## src/rtl/l2_req_arbiter_pkg.sv

```systemverilog
// Shared types for the L2 request arbiter: line/word types, FSM state and grant owner.
package l2_req_arbiter_pkg;

  localparam int ADDR_W_DEF = 16;
  localparam int LINE_W_DEF = 128;
  localparam int PERF_W     = 16;

  typedef logic [ADDR_W_DEF-1:0] lc3b_word;
  typedef logic [LINE_W_DEF-1:0] lc3b_block;

  typedef enum logic [1:0] {
    IDLE,
    GRANT_I,
    GRANT_D,
    GAP
  } l2_arb_state_t;

  typedef enum logic [1:0] {
    GRANT_NONE,
    GRANT_ICACHE,
    GRANT_DCACHE
  } arb_grant_t;

  // Round-robin pick: on a tie the master that did not win last time goes next.
  function automatic arb_grant_t pick_winner(input logic       i_req,
                                             input logic       d_req,
                                             input arb_grant_t last);
    arb_grant_t w;
    w = GRANT_NONE;
    if (i_req && d_req) begin
      w = (last == GRANT_ICACHE) ? GRANT_DCACHE : GRANT_ICACHE;
    end else if (i_req) begin
      w = GRANT_ICACHE;
    end else if (d_req) begin
      w = GRANT_DCACHE;
    end
    return w;
  endfunction

endpackage

```

## src/rtl/l2_req_arbiter_perf.sv

```systemverilog
// Saturating grant/conflict counters for the L2 request arbiter.
// Only instantiated when L2_ARB_PERF_CNT_EN is defined.
module l2_arb_perf
  import l2_req_arbiter_pkg::*;
(
  input  logic              clk,
  input  logic              rst_n,
  input  logic              i_grant_i,
  input  logic              d_grant_i,
  input  logic              conflict_i,
  output logic [PERF_W-1:0] perf_i_grants_o,
  output logic [PERF_W-1:0] perf_d_grants_o,
  output logic [PERF_W-1:0] perf_conflicts_o
);

  logic [PERF_W-1:0] i_cnt_q, i_cnt_d;
  logic [PERF_W-1:0] d_cnt_q, d_cnt_d;
  logic [PERF_W-1:0] c_cnt_q, c_cnt_d;

  // Each counter steps by one on its event and sticks at all-ones.
  always_comb begin
    i_cnt_d = i_cnt_q;
    d_cnt_d = d_cnt_q;
    c_cnt_d = c_cnt_q;
    if (i_grant_i  && (i_cnt_q != '1)) i_cnt_d = i_cnt_q + 1'b1;
    if (d_grant_i  && (d_cnt_q != '1)) d_cnt_d = d_cnt_q + 1'b1;
    if (conflict_i && (c_cnt_q != '1)) c_cnt_d = c_cnt_q + 1'b1;
  end

  // Counter registers, cleared by reset.
  always_ff @(posedge clk or negedge rst_n) begin
    if (!rst_n) begin
      i_cnt_q <= '0;
      d_cnt_q <= '0;
      c_cnt_q <= '0;
    end else begin
      i_cnt_q <= i_cnt_d;
      d_cnt_q <= d_cnt_d;
      c_cnt_q <= c_cnt_d;
    end
  end

  assign perf_i_grants_o  = i_cnt_q;
  assign perf_d_grants_o  = d_cnt_q;
  assign perf_conflicts_o = c_cnt_q;

endmodule

```

## src/rtl/l2_req_arbiter.sv

```systemverilog
// Two-master (icache/dcache) arbiter onto the single origin channel.
// Round-robin on ties, one strobe-low GAP cycle after every transaction.
// Optional counters: define L2_ARB_PERF_CNT_EN to add perf_* outputs.
module l2_req_arbiter
  import l2_req_arbiter_pkg::*;
#(
  parameter int ADDR_W = ADDR_W_DEF,
  parameter int LINE_W = LINE_W_DEF
) (
  input  logic              clk,
  input  logic              rst_n,
  input  logic              i_strobe,
  input  logic [ADDR_W-1:0] i_addr,
  output logic [LINE_W-1:0] i_rdata,
  output logic              i_resp,
  input  logic              d_strobe,
  input  logic              d_write,
  input  logic [ADDR_W-1:0] d_addr,
  input  logic [LINE_W-1:0] d_wdata,
  output logic [LINE_W-1:0] d_rdata,
  output logic              d_resp,
  output logic              orig_strobe,
  output logic              orig_write,
  output logic [ADDR_W-1:0] orig_addr,
  output logic [LINE_W-1:0] orig_wdata,
  input  logic [LINE_W-1:0] orig_rdata,
  input  logic              orig_resp
`ifdef L2_ARB_PERF_CNT_EN
  ,
  output logic [PERF_W-1:0] perf_i_grants,
  output logic [PERF_W-1:0] perf_d_grants,
  output logic [PERF_W-1:0] perf_conflicts
`endif
);

  l2_arb_state_t state_q, state_d;
  arb_grant_t    last_grant_q, last_grant_d;
  arb_grant_t    winner;

  assign winner = pick_winner(i_strobe, d_strobe, last_grant_q);

  // State and round-robin history; reset leaves dcache as last winner so icache takes the first tie.
  always_ff @(posedge clk or negedge rst_n) begin
    if (!rst_n) begin
      state_q      <= IDLE;
      last_grant_q <= GRANT_DCACHE;
    end else begin
      state_q      <= state_d;
      last_grant_q <= last_grant_d;
    end
  end

  // Next state: grants are only taken from IDLE and held until the origin responds.
  always_comb begin
    state_d      = state_q;
    last_grant_d = last_grant_q;
    unique case (state_q)
      IDLE: begin
        if (winner == GRANT_ICACHE) begin
          state_d      = GRANT_I;
          last_grant_d = GRANT_ICACHE;
        end else if (winner == GRANT_DCACHE) begin
          state_d      = GRANT_D;
          last_grant_d = GRANT_DCACHE;
        end
      end
      GRANT_I, GRANT_D: begin
        if (orig_resp) state_d = GAP;
      end
      GAP:     state_d = IDLE;
      default: state_d = IDLE;
    endcase
  end

  // Output muxes: pure pass-through of the granted master, everything quiet otherwise.
  always_comb begin
    orig_strobe = 1'b0;
    orig_write  = 1'b0;
    orig_addr   = '0;
    orig_wdata  = '0;
    i_resp      = 1'b0;
    d_resp      = 1'b0;
    unique case (state_q)
      GRANT_I: begin
        orig_strobe = 1'b1;
        orig_addr   = i_addr;
        i_resp      = orig_resp;
      end
      GRANT_D: begin
        orig_strobe = 1'b1;
        orig_write  = d_write;
        orig_addr   = d_addr;
        orig_wdata  = d_wdata;
        d_resp      = orig_resp;
      end
      default: begin
      end
    endcase
  end

  assign i_rdata = orig_rdata;
  assign d_rdata = orig_rdata;

`ifdef L2_ARB_PERF_CNT_EN
  l2_arb_perf u_perf (
    .clk              (clk),
    .rst_n            (rst_n),
    .i_grant_i        ((state_q == IDLE) && (state_d == GRANT_I)),
    .d_grant_i        ((state_q == IDLE) && (state_d == GRANT_D)),
    .conflict_i       ((state_q == IDLE) && i_strobe && d_strobe),
    .perf_i_grants_o  (perf_i_grants),
    .perf_d_grants_o  (perf_d_grants),
    .perf_conflicts_o (perf_conflicts)
  );
`endif

endmodule

```

## config.mk

```make
export PLATFORM = sky130hd
export DESIGN_NAME = l2_req_arbiter
export DESIGN_NICKNAME = d
export VERILOG_FILES = /design/src/rtl/l2_req_arbiter_pkg.sv /design/src/rtl/l2_req_arbiter_perf.sv /design/src/rtl/l2_req_arbiter.sv
export SDC_FILE = /design/constraint.sdc
export NUM_CORES = 1
export LEC_CHECK = 0
export ABC_AREA = 1
export CAP_MARGIN = 20
export CORE_AREA = 2 2 270 272
export CTS_BUF_LIST = sky130_fd_sc_hd__clkbuf_16
export DETAILED_ROUTE_END_ITERATION = 6
export DIE_AREA = 0 0 272 274
export SKIP_LAST_GASP = 1
export SYNTH_ARGS = -nofsm -noshare
export SYNTH_HDL_FRONTEND = slang
export SYNTH_SLANG_ARGS = --single-unit
```

## constraint.sdc

```tcl
create_clock -name clk -period 1.5 [get_ports clk]
set_clock_uncertainty 0.05 [all_clocks]
set_input_delay 0.375 -clock clk [delete_from_list [all_inputs] [get_ports clk]]
set_output_delay 0.375 -clock clk [all_outputs]
set_load 0.01 [all_outputs]
```

==> reports/metrics.csv <==
metric,value,unit
slew_headroom,84.8,%
crit_fanout,5,
status,finished with violations,
grt_pass1_vias,4034,
io_buffers,313,
die_area,0.0745,sq mm
utilization,10.5,%
h-tree-depth,1,
worstReg2RegEnd,state_q[0],
end_kind,output pin,
die_y,274,um
irDropWorstVdd,1.12,mV
cp_common_cell,buf_12,
post-route-drc-count,0,
r2r_setup_slack,-0.31,ns
clock_latency,0.23,ns
async_flop_share,100,%
rsz0062_at_grt,true,
grt_max_degree,17,
violations,setup timing,
rr_worst_depth,12,
clk_path_buf_depth,2,
yosysWarnings,0,
drtIter0Drc,66,
routed_wl,27400,um
initial_core_util,4.83,%
max_freq,472,MHz
worst_ep_required_time,1.07,ns
critPathArrivalTime,1.69,ns
finalSetupViolCount,150,
place_ws,-0.727,ns
grt_usage,6.81,%
antenna_found_initial,12,
core,0.0720,sq mm
syn_area,0.00348,sq mm
min_period,2.12,ns
worst_pin_slew,0.226,ns
synthDominantCellAreaShare,56.2,%
synth_nets,918,
drv_cap,0,
dr_total_vias,3906,
fin_crit_sh,141,%
crit_path_cell_trace,inv_2 > buf_6 > buf_12 > ha_4 > inv_16 > buf_12 > a21oi_4 > buf_2,
finalHoldViolCount,0,
critical_path_depth,8,
ys_types,12,
path_clk_slew,0.03,ns
critical_path_class,flop to output pin,
drive_above_1_share,55.6,%
die_x,272,um
final_net_count,1038,
fin_ws,-0.616,ns
synth_enable_flop_cells,0,
drt_first_pass_iters,4,
finalMaxSlewViolations,0,
clock-sinks,4,
hp-class,input port to asynchronous set/reset pin,
area_growth,117,%
via_per_inst,2.30,
cp_top_family,buffers and inverters,
cts_tree,done,
critical_path_buf_inv_count,6,
synth_top_flop_cell,dfrtp_1,
tns,-72.89,ns
grt_pass1_wl,34200,um
rows,99,
slowest_stage,dfrtp_1,
ctsRootBufferMaster,clkbuf_16,
ys_top_cells_by_area,"buf_4 56%, nand2_1 19%, inv_1 15%",
p_leak,0.00394,uW
netlist_instances,620,
place_congestion,0.781,
post-dp-hpwl,21200,um
r2r_start,state_q[0],
synthTopCellsByCount,"260 x buf_4, 175 x nand2_1, 137 x inv_1",
powerDensity,1640,mW/mm^2
ys_ff_latch,4,
gr-total-overflow,0,
yosysSeqAreaShare,2.92,%
final_cells,1699,
cpPeakStageDelay,0.36,ns
synth_area_leader_cell,buf_4,
io_pins,698,
cts_buffers,3,
avgSynthCellArea,5.61,sq um
yosysMostFrequentCell,buf_4,
postCtsHoldBufs,0,
place_inst,1628,
worstSetupStartpointType,flop,
power,12300,uW
wl_per_cell,16.1,um
postRouteAntennaNets,0,
logic make-up (layout without fill, tap and decap cells):
family | count (synthesis) | count (layout) | share of synthesized area (%)
compound gates | 19 | 19 | 2.74
fa+ha+maj | 4 | 4 | 1.44
buf+inv | 412 | 531 | 73.3
flops | 4 | 4 | 2.92
other cells | 0 | 1 | 0
simple gates | 181 | 181 | 19.6
sequential cells by signal, indices dropped and copies added (netlist names):
register / cells
last_grant_q: 2
state_q: 2
report_power, final:
| group | internal [uW] | switching, uW |
|---|---|---|
| registers | 178 | 36.7 |
| clock network | 345 | 90.9 |
| logic | 6140 | 5550 |
| total | 6660 | 5680 |
stage by stage:
| stage | hold slack (ns) | instance area (sq um) |
|---|---|---|
| 6_report | 0.308 | 7540 |
| 5_1_grt | 0.312 | 7530 |
| 4_1_cts | 0.307 | 7130 |
| 3_5_place_dp | 0.419 | 6050 |
| 3_3_place_gp | 0.418 | 6050 |
| 2_1_floorplan | 0.0294 | 3650 |
cell type report:
type | count | area (sq um)
antenna | 1 | 2.50
clock inverter | 1 | 3.75
timing repair inverter | 1 | 11.3
timing repair buffer | 389 | 4100
tap | 959 | 1200
inverter | 137 | 536
multi-input combinational | 204 | 1510
clock buffer | 3 | 75.1
sequential | 4 | 101
fill | 8372 | 64400
cell usage in the layout (no fill, tap or decap), types with 10 or more instances in the layout:
master,instances
buf_12,26
buf_6,81
buf_4,24
clkdlybuf4s50_1,165
buf_2,65
inv_2,58
nand2_4,51
nand2_2,50
inv_1,77
a21oi_4,10
nand2_1,74
worst max path at each step:
stage | start | to | slack [ns]
finish | state_q[0] | orig_addr[11] | -0.62
global route | state_q[0] | orig_wdata[103] | -0.66
CTS | state_q[1] | orig_addr[15] | -0.65
detailed placement | state_q[0] | orig_wdata[101] | -0.73
global placement | state_q[0] | orig_wdata[101] | -0.69
floorplan | state_q[1] | orig_addr[11] | -0.03
per-layer routing:
layer | vias up | wire length (um) | GRT usage, % | share of wire (%)
li1 | 1722 | - | - | -
met1 | 1615 | 8370 | 6.00 | 31
met2 | 424 | 12300 | 11.2 | 45
met3 | 125 | 5000 | 5.20 | 18
met4 | 20 | 1570 | 3.73 | 5.7
met5 | - | 119 | 0 | 0.43
timing repair:
action,4_1_cts,5_1_grt
endpoints found under the hold margin,0,0
cloned,14,2
endpoints found under the setup margin,148,150
resized for setup,690,203
buffers inserted,45,14
pin swaps,2,8
(Power assumes the default switching activity.)
